--- src/rtl/dlatch_ctrl_pkg.sv ---
// Shared types and sizing helpers for the latch-bank write controller.
package dlatch_ctrl_pkg;

    typedef enum logic [1:0] {
        StIdle,
        StSetup,
        StOpen,
        StHold
    } state_e;

    // Width of the phase counter, sized for the longer of the OPEN and HOLD phases.
    function automatic int unsigned cnt_width(input int unsigned open_cyc,
                                              input int unsigned hold_cyc);
        int unsigned longest;
        longest = (open_cyc > hold_cyc) ? open_cyc : hold_cyc;
        return $clog2(longest + 1);
    endfunction

    // Index width that stays at least one bit wide for single-entry sets.
    function automatic int unsigned idx_width(input int unsigned n);
        return (n > 1) ? $clog2(n) : 1;
    endfunction

endpackage

--- src/rtl/rr_arbiter.sv ---
// Combinational round-robin arbiter: first active request at or after ptr, wrapping.
module rr_arbiter
    import dlatch_ctrl_pkg::*;
#(
    parameter  int unsigned NREQ = 4,
    localparam int unsigned PW   = idx_width(NREQ)
) (
    input  logic [NREQ-1:0] req,
    input  logic [PW-1:0]   ptr,
    output logic [NREQ-1:0] grant,
    output logic [PW-1:0]   idx
);

    logic        found;
    int unsigned slot;

    // Scan NREQ slots starting at ptr; the first hit wins.
    always_comb begin
        grant = '0;
        idx   = '0;
        found = 1'b0;
        slot  = 0;
        for (int unsigned i = 0; i < NREQ; i++) begin
            slot = (32'(ptr) + i) % NREQ;
            if (!found && req[slot]) begin
                found       = 1'b1;
                grant[slot] = 1'b1;
                idx         = PW'(slot);
            end
        end
    end

endmodule

--- src/rtl/dlatch_bank_ctrl.sv ---
// Write sequencer for a bank of level-sensitive latches: SETUP -> OPEN -> HOLD per write,
// with round-robin arbitration between requesters and glitch-free flop-driven enables.
module dlatch_bank_ctrl
    import dlatch_ctrl_pkg::*;
#(
    parameter  int unsigned NREQ     = 4,
    parameter  int unsigned NLATCH   = 8,
    parameter  int unsigned DW       = 1,
    parameter  int unsigned OPEN_CYC = 2,
    parameter  int unsigned HOLD_CYC = 2,
    localparam int unsigned AW       = idx_width(NLATCH)
) (
    input  logic              clk,
    input  logic              rst,
    input  logic [NREQ-1:0]   req,
    input  logic [NREQ*AW-1:0] addr,
    input  logic [NREQ*DW-1:0] wdata,
    output logic [NREQ-1:0]   ack,
    output logic              err,
    output logic              busy,
    output logic [DW-1:0]     lat_d,
    output logic [NLATCH-1:0] lat_en
);

    localparam int unsigned PW = idx_width(NREQ);
    localparam int unsigned CW = cnt_width(OPEN_CYC, HOLD_CYC);

    state_e            state_q, state_d;
    logic [CW-1:0]     cnt_q, cnt_d;
    logic [PW-1:0]     ptr_q, ptr_d;
    logic [PW-1:0]     widx_q, widx_d;
    logic [NREQ-1:0]   grant_q, grant_d;
    logic [AW-1:0]     addr_q, addr_d;
    logic [DW-1:0]     data_q, data_d;

    logic [NREQ-1:0]   ack_q, ack_d;
    logic              err_q, err_d;
    logic              busy_q, busy_d;
    logic [NLATCH-1:0] en_q, en_d;

    logic [NREQ-1:0]   arb_grant;
    logic [PW-1:0]     arb_idx;
    logic              addr_oor;
    logic              last_hold_next;

    rr_arbiter #(
        .NREQ (NREQ)
    ) u_arb (
        .req   (req),
        .ptr   (ptr_q),
        .grant (arb_grant),
        .idx   (arb_idx)
    );

    assign addr_oor = 32'(addr_q) >= NLATCH;

    // Next-state, phase counter and capture of the winning request.
    always_comb begin
        state_d = state_q;
        cnt_d   = cnt_q;
        ptr_d   = ptr_q;
        widx_d  = widx_q;
        grant_d = grant_q;
        addr_d  = addr_q;
        data_d  = data_q;
        case (state_q)
            StIdle: begin
                if (|req) begin
                    state_d = StSetup;
                    widx_d  = arb_idx;
                    grant_d = arb_grant;
                    addr_d  = addr[arb_idx*AW +: AW];
                    data_d  = wdata[arb_idx*DW +: DW];
                end
            end
            StSetup: begin
                state_d = StOpen;
                cnt_d   = '0;
            end
            StOpen: begin
                if (cnt_q == CW'(OPEN_CYC - 1)) begin
                    state_d = StHold;
                    cnt_d   = '0;
                end else begin
                    cnt_d = cnt_q + 1'b1;
                end
            end
            StHold: begin
                if (cnt_q == CW'(HOLD_CYC - 1)) begin
                    state_d = StIdle;
                    cnt_d   = '0;
                    ptr_d   = (widx_q == PW'(NREQ - 1)) ? '0 : widx_q + 1'b1;
                end else begin
                    cnt_d = cnt_q + 1'b1;
                end
            end
            default: state_d = StIdle;
        endcase
    end

    // Output values are decoded from the next state so every output is a plain flop.
    always_comb begin
        last_hold_next = (state_d == StHold) && (cnt_d == CW'(HOLD_CYC - 1));
        busy_d         = (state_d != StIdle);
        en_d           = '0;
        if (state_d == StOpen && !addr_oor) begin
            en_d = NLATCH'(1) << addr_q;
        end
        ack_d = last_hold_next ? grant_q : '0;
        err_d = last_hold_next && addr_oor;
    end

    // State, capture and output registers with synchronous reset.
    always_ff @(posedge clk) begin
        if (rst) begin
            state_q <= StIdle;
            cnt_q   <= '0;
            ptr_q   <= '0;
            widx_q  <= '0;
            grant_q <= '0;
            addr_q  <= '0;
            data_q  <= '0;
            ack_q   <= '0;
            err_q   <= 1'b0;
            busy_q  <= 1'b0;
            en_q    <= '0;
        end else begin
            state_q <= state_d;
            cnt_q   <= cnt_d;
            ptr_q   <= ptr_d;
            widx_q  <= widx_d;
            grant_q <= grant_d;
            addr_q  <= addr_d;
            data_q  <= data_d;
            ack_q   <= ack_d;
            err_q   <= err_d;
            busy_q  <= busy_d;
            en_q    <= en_d;
        end
    end

    assign ack    = ack_q;
    assign err    = err_q;
    assign busy   = busy_q;
    assign lat_d  = data_q;
    assign lat_en = en_q;

endmodule
--- config.mk ---
export PLATFORM = sky130hd
export DESIGN_NAME = dlatch_bank_ctrl
export DESIGN_NICKNAME = d
export VERILOG_FILES = /design/src/rtl/dlatch_ctrl_pkg.sv /design/src/rtl/rr_arbiter.sv /design/src/rtl/dlatch_bank_ctrl.sv
export SDC_FILE = /design/constraint.sdc
export NUM_CORES = 1
export LEC_CHECK = 0
export CAP_MARGIN = 20
export CORE_ASPECT_RATIO = 0.5
export CORE_UTILIZATION = 51
export DETAILED_ROUTE_END_ITERATION = 7
export PLACE_DENSITY = 0.84
export SYNTH_ARGS = -nofsm -noshare
export SYNTH_HDL_FRONTEND = slang
export SYNTH_SLANG_ARGS = --single-unit
--- constraint.sdc ---
create_clock -name clk -period 3.94 [get_ports clk]
set_clock_uncertainty 0.1 [all_clocks]
set_input_delay 0.788 -clock clk [delete_from_list [all_inputs] [get_ports clk]]
set_output_delay 0.788 -clock clk [all_outputs]
set_load 0.05 [all_outputs]
==> results.ini, run 1 <==
[clock_tree]
count_of_h_tree_levels_built_during_cts=2
clkSlewWorstSetupHoldPaths_ps=60
setup_buffers_after_cts=0
tritoncts_num_sinks=29
postCtsResizedCells=0
cts_inserted_buffers=5
cts_max_path_buffers=2
cts_tree=built
cts_root_buf=clkbuf_8
cts_hold_repair.buffers=0
clk-insertion-delay-late_ps=270

[yosys]
synthMuxAreaShare_pct=12.51
yosysTopAreaCell=dfxtp_1
synth_area_per_cell_um2=8.758
synthesis.instances=209
synth.top_cell.area_share_pct=31.72
xor_xnor_cell_area_share_of_the_yosys_netlist_pct=0.4785
synth_most_common_cell=dfxtp_1
dominant_combinational_cell_family_by_area_after_synthesis=simple AND/OR/NAND/NOR gates
yosysUniqueCellTypes=49
synthArstFlopShare_pct=0
synth-edff-count=0
synth-main-ff-cell=dfxtp_1
syn_nets=237
post_synth_most_frequent_cells=dfxtp_1 (29), nor2_1 (26), nand2_1 (17)
synth-simple-area-share_pct=25.50
synth_compound_gate_area_share_pct=19.82
mappedNetlistArea_um2=1831
post_synth_fa_ha_maj_area_fraction_pct=4.101
synth_sequential_area_ratio_pct=31.72
synth.top_cells.by_area=dfxtp_1 (32%), nor2_1 (5.3%), mux2i_1 (4.9%)
synth-seq-cells=29
ys_warn_count=0

[finish]
final_nets=265
insertedDiodeCount=0
drive_gt1_share_pct=10.55
final_design_area_no_fill_um2=2246
flow.area_growth_from_synthesis_pct=22.69

[die]
fp-row-count=14
die_area_um2=3848
initial_utilization_pct=57.10
number_of_top_level_pins=37
design.core.area_um2=3206
dieHeight_um=44.37
die_width_um=86.73

[power]
worst_ir_drop_vdd_mv=0.1508
cellLeakagePower_nw=0.7833
power-per-cell-area_nw_per_um2=346.4

[sta]
report.final.hold_viol_count=0
maxClockFrequency_ghz=0.3044
maxSlewViolCount=0
finalCritPeriodShare_pct=83.39
timing_worst_slew_pin_value_ps=733.1
rsz0062_at_grt=no
period_minus_slack_ps=3285
slew_limit_headroom_pct=50.67
timing.setup.tns_ps=0
timing.final.setup_violations=0

[global_route]
global_route.usage.total_pct=22.61
number_of_antenna_violations_at_the_first_check_in_global_routing=0
grt_max_degree=35
grt_first_pass_wirelength_um=6520
first_global_vias=1385
grt_overflow_total=0

[critical_path]
worstReg2RegStart=ptr_q[1]$_SDFFE_PP0P_
worst-r2r-setup-slack_ps=650
reg2reg_to=addr_q[1]$_SDFFE_PP0P_
timing.critical_path.to_type=register
critPathRequiredTime_ps=4010
start_kind=register
cp.arrival_ps=3350
worst-path-max-fanout=11
timing.setup.critical_path_class=register to register
r2r_cells=8

[min_path]
min-delay-path-class=register to register
timing.hold.worst.start=grant_q[2]$_SDFFE_PP0P_
worstHoldPathCells=1
hold_path_end=ack[2]$_SDFF_PP0_

[drt]
via_per_inst=5.786
first_pass_iters=4
dr_total_vias=1649
wire_per_inst_um=14.09
detail_route.wirelength_um=4017
drtIter0Drc=75
drtAntennaViolNets=0
drc=0

[run]
timing.max_cap.violations=0

[placement]
buffers_on_ports=35
dp_hpwl_um=2950
finalWeightedCongestion=0.9430
post_place_cell_area_um2=2160

[run_status]
outcome=completed

==> cell families (layout without fill, tap and decap cells) <==
kind of cell / Yosys count / count (layout)
flip-flops: 29 / 29
XOR/XNOR: 1 / 1
multiplexers: 18 / 18
adder cells (fa/ha/maj): 6 / 6
AND/OR/NAND/NOR: 88 / 88
other: 1 / 1
AO/OA/AOI/OAI: 48 / 48
buffers and inverters: 18 / 46
==> metal layers <==
layer	track usage (%)	vias up	part of all wire, %
li1	-	830	-
met1	30.33	764	47
met2	35.87	51	45
met3	5.410	4	6.2
met4	9.000	0	0.92
met5	0	-	0
==> worst max path at each step <==
stage	startpoint	end	slack, ps
6_report	ptr_q[1]$_SDFFE_PP0P_	addr_q[1]$_SDFFE_PP0P_	650
5_1_grt	ptr_q[1]$_SDFFE_PP0P_	addr_q[0]$_SDFFE_PP0P_	430
4_1_cts	ptr_q[1]$_SDFFE_PP0P_	addr_q[0]$_SDFFE_PP0P_	700
3_5_place_dp	req[2]	addr_q[0]$_SDFFE_PP0P_	540
3_3_place_gp	req[2]	addr_q[2]$_SDFFE_PP0P_	690
2_1_floorplan	ptr_q[0]$_SDFFE_PP0P_	lat_d$_SDFFE_PP0P_	1040
==> layout by cell type, fill, tap and decap left out, drive strengths merged, types with 6 or more instances in the layout <==
cell	instances
dfxtp	29
clkdlybuf4s50	35
nor3	8
a21oi	6
a31oi	6
nand2	18
ha	6
a211oi	7
mux2	6
mux2i	9
clkbuf	7
nor2	27
a22oi	7
==> registers in the layout, summed over array words and instances, names as in the netlist <==
name	count
widx_q	2
ack	4
grant_q	4
addr_q	3
busy	1
cnt_q	2
lat_en	8
ptr_q	2
state_q	2
lat_d	1
==> cell type report <==
class	instances	area, um^2
multi-input cells	162	1146
clock buffers	7	86.33
inverters	2	7.507
repair buffers	37	365.4
fillers	278	959.7
well taps	48	60.06
flip-flops and latches	29	580.6
==> critical path: stages (launching register included) <==
cell and delay, ps:
dfxtp_1 550, inv_1 190, ha_1 540, mux4_2 670
a211oi_1 250, a211oi_1 110, mux2i_1 340, nand4_1 150
a32o_1 290
==> per-stage QoR <==
step	std cells	hold WS, ps	utilization [%]	power (mW)	setup slack [ps]
final	285	358.0	70.06	0.7779	654.5
after floorplan	209	330.5	-	0.4831	1040
after global routing	285	391.1	70.06	0.8125	429.2
after detailed placement	278	348.6	67.37	0.5458	544.1
after CTS	285	363.5	70.06	0.7807	700.9
after global placement	278	345.6	67.37	0.5375	690.6
==> power by group <==
part	switching (mW)	internal, mW	leakage (nW)
logic	0.113	0.0874	0.502
registers	0.0215	0.319	0.237
clock network	0.0987	0.138	0.0443
No activity file was read; power rests on OpenSTA's default activity.
==> run 2: changes to the inputs <==
- CORE_UTILIZATION: 51 -> 46
- PLACE_DENSITY: 0.84 -> 0.81
- clock period: 3.94 -> 2.9 ns (I/O delays scaled with it)
==> results.ini, run 2 (synthesis gave the netlist of run 1 again) <==
[placement]
buffers_on_ports=35  ; unchanged
post-place-cells=295  ; was 278
finalWeightedCongestion=0.8456  ; was 0.9430
dp_hpwl_um=3098  ; was 2950 um

[critical_path]
path_cells=clkinv_1 > ha_1 > mux4_2 > a211oi_1 > a211oi_1 > mux2_4 > a211oi_1 > a311oi_1  ; was inv_1 > ha_1 > mux4_2 > a211oi_1 > a211oi_1 > mux2i_1 > nand4_1 > a32o_1
timing.setup.critical_path_class=register to register  ; unchanged
start_kind=register  ; unchanged
worstReg2RegStart=ptr_q[0]$_SDFFE_PP0P_  ; was ptr_q[1]$_SDFFE_PP0P_
crit_start=ptr_q[0]$_SDFFE_PP0P_  ; was ptr_q[1]$_SDFFE_PP0P_
critPathRequiredTime_ps=2930  ; was 4010 ps
slowest_stage=mux4_2  ; unchanged
r2r_cells=8  ; unchanged
worst-r2r-setup-slack_ps=90  ; was 650 ps
critPathMaxStageDelay_ps=620  ; was 670 ps
reg2reg_to=addr_q[2]$_SDFFE_PP0P_  ; was addr_q[1]$_SDFFE_PP0P_
cp.arrival_ps=2840  ; was 3350 ps
timing.critical_path.mode_cell=a211oi_1  ; unchanged
timing.critical_path.to_type=register  ; unchanged
worst-path-max-fanout=6  ; was 11
crit_path_end=addr_q[2]$_SDFFE_PP0P_  ; was addr_q[1]$_SDFFE_PP0P_

[sta]
rsz0062_at_grt=no  ; unchanged
timing_worst_slew_pin_value_ps=611.1  ; was 733.1 ps
period_minus_slack_ps=2810  ; was 3285 ps
maxClockFrequency_ghz=0.3559  ; was 0.3044 GHz
timing.final.setup_violations=0  ; unchanged
maxSlewViolCount=0  ; unchanged
slew_limit_headroom_pct=58.95  ; was 50.67%
finalCritPeriodShare_pct=96.89  ; was 83.39%
report.final.hold_viol_count=0  ; unchanged

[die]
die_area_um2=4251  ; was 3848 um^2
dieHeight_um=46.61  ; was 44.37 um
number_of_top_level_pins=37  ; unchanged
design.core.area_um2=3622  ; was 3206 um^2
die_width_um=91.21  ; was 86.73 um
initial_utilization_pct=50.54  ; was 57.10%
fp-row-count=15  ; was 14

[min_path]
timing.hold.worst.start=grant_q[0]$_SDFFE_PP0P_  ; was grant_q[2]$_SDFFE_PP0P_
min-delay-path-class=register to register  ; unchanged

[power]
cellLeakagePower_nw=0.8775  ; was 0.7833 nW
worst_ir_drop_vdd_mv=0.2162  ; was 0.1508 mV
power-per-cell-area_nw_per_um2=467.2  ; was 346.4 nW/um^2
power.total_mw=1.116  ; was 777.9 uW

[finish]
insertedDiodeCount=0  ; unchanged
final_common_cell=clkdlybuf4s50_1  ; unchanged
largest_register_ffs=8  ; unchanged
drive_gt1_share_pct=17.32  ; was 10.55%
final_nets=281  ; was 265
flow.area_growth_from_synthesis_pct=30.49  ; was 22.69%
most-common-layout-cells=clkdlybuf4s50_1 (35), dfxtp_1 (29), nor2_1 (26), buf_4 (18), nand2_1 (17)  ; was clkdlybuf4s50_1 (35), dfxtp_1 (29), nor2_1 (26), nand2_1 (17), mux2i_1 (9)
layoutNonFillerInstCount=305  ; was 285

[global_route]
grt_max_degree=35  ; unchanged
number_of_antenna_violations_at_the_first_check_in_global_routing=0  ; unchanged
first_global_vias=1480  ; was 1,385
global_route.usage.total_pct=20.84  ; was 22.61%
grt_first_pass_wirelength_um=6755  ; was 6520 um
grt_overflow_total=0  ; unchanged

[drt]
drtAntennaViolNets=0  ; unchanged
m1WireLength_um=1996  ; was 1904 um
first_pass_iters=4  ; unchanged
wire_per_inst_um=14.02  ; was 14.09 um
drtIter0Drc=85  ; was 75
via_per_inst=5.702  ; was 5.786
drc=0  ; unchanged
detailroute.wirelength.met3_um=220  ; was 249 um
routed-wl-met2_um=2010  ; was 1826 um
top_layer_used=met4  ; unchanged
detail_route.wirelength_um=4277  ; was 4017 um
dr_total_vias=1739  ; was 1,649

[clock_tree]
clkSlewWorstSetupHoldPaths_ps=60  ; about the same
tritoncts_num_sinks=29  ; unchanged
count_of_h_tree_levels_built_during_cts=2  ; unchanged
cts_max_path_buffers=2  ; unchanged
cts_tree=built  ; unchanged
cts_root_buf=clkbuf_8  ; unchanged
cts_hold_repair.buffers=0  ; unchanged
postCtsResizedCells=0  ; unchanged
clk-insertion-delay-late_ps=270  ; about the same
setup_buffers_after_cts=0  ; unchanged
cts_inserted_buffers=5  ; unchanged

[run]
timing.max_cap.violations=0  ; unchanged

[run_status]
outcome=completed  ; unchanged

==> run 2: worst min-delay path by stage <==
stage                                     to  slack (ps)  depth (start not counted)
after floorplan            ack[0]$_SDFF_PP0_         330                          1
after global placement     ack[3]$_SDFF_PP0_         340                          1
after detailed placement   ack[0]$_SDFF_PP0_         350                          1
after CTS                  ack[0]$_SDFF_PP0_         360                          1
after global routing      lat_d$_SDFFE_PP0P_         390                          1
final                      ack[0]$_SDFF_PP0_         360                          1
==> run 2: through the flow <==
stage	utilization (%)	area [um^2]	setup slack (ps)	hold slack, ps	setup TNS, ps
finish	65.94	2389	90.33	357.8	0
global route	65.94	2389	3.758	385.3	0
CTS	65.53	2374	104.5	363.1	0
detailed placement	62.73	2272	-110.3	350.2	-220.5
global placement	62.73	2272	-71.05	343.9	-71.05
floorplan	-	1834	25.09	330.5	0
==> run 2: metal layers <==
| layer | global-route usage (%) | vias up |
|---|---|---|
| met5 | 0 | - |
| met1 | 27.17 | 827 |
| met4 | 7.619 | 0 |
| met2 | 36.06 | 44 |
| met3 | 3.465 | 4 |
| li1 | - | 864 |
==> run 2: power breakdown <==
part           internal [mW]  switching [mW]
Combinational          0.132           0.160
Sequential             0.433          0.0299
Clock                  0.214           0.146
Total                  0.780           0.336
==> run 2: cell type report <==
type,instances,area (um^2)
Clock buffer,7,96.34
Clock inverter,1,5.005
Fill cell,304,1234
Inverter,2,7.507
Multi-Input combinational cell,162,1150
Sequential cell,29,580.6
Tap cell,51,63.81
Timing Repair Buffer,53,485.5
==> run 2: worst max-delay path: cells and delay by family, from the launching register on <==
| kind | cells | cell delay [ps] |
|---|---|---|
| fa+ha+maj | 1 | 440 |
| buf+inv | 1 | 100 |
| mux | 2 | 950 |
| flops | 1 | 350 |
| compound gates | 4 | 720 |
==> run 3: changes to the inputs <==
- SLEW_MARGIN: not set -> 10
==> results of run 3 <==
No change in the layout: final DEF, timing and power equal those of run 2.
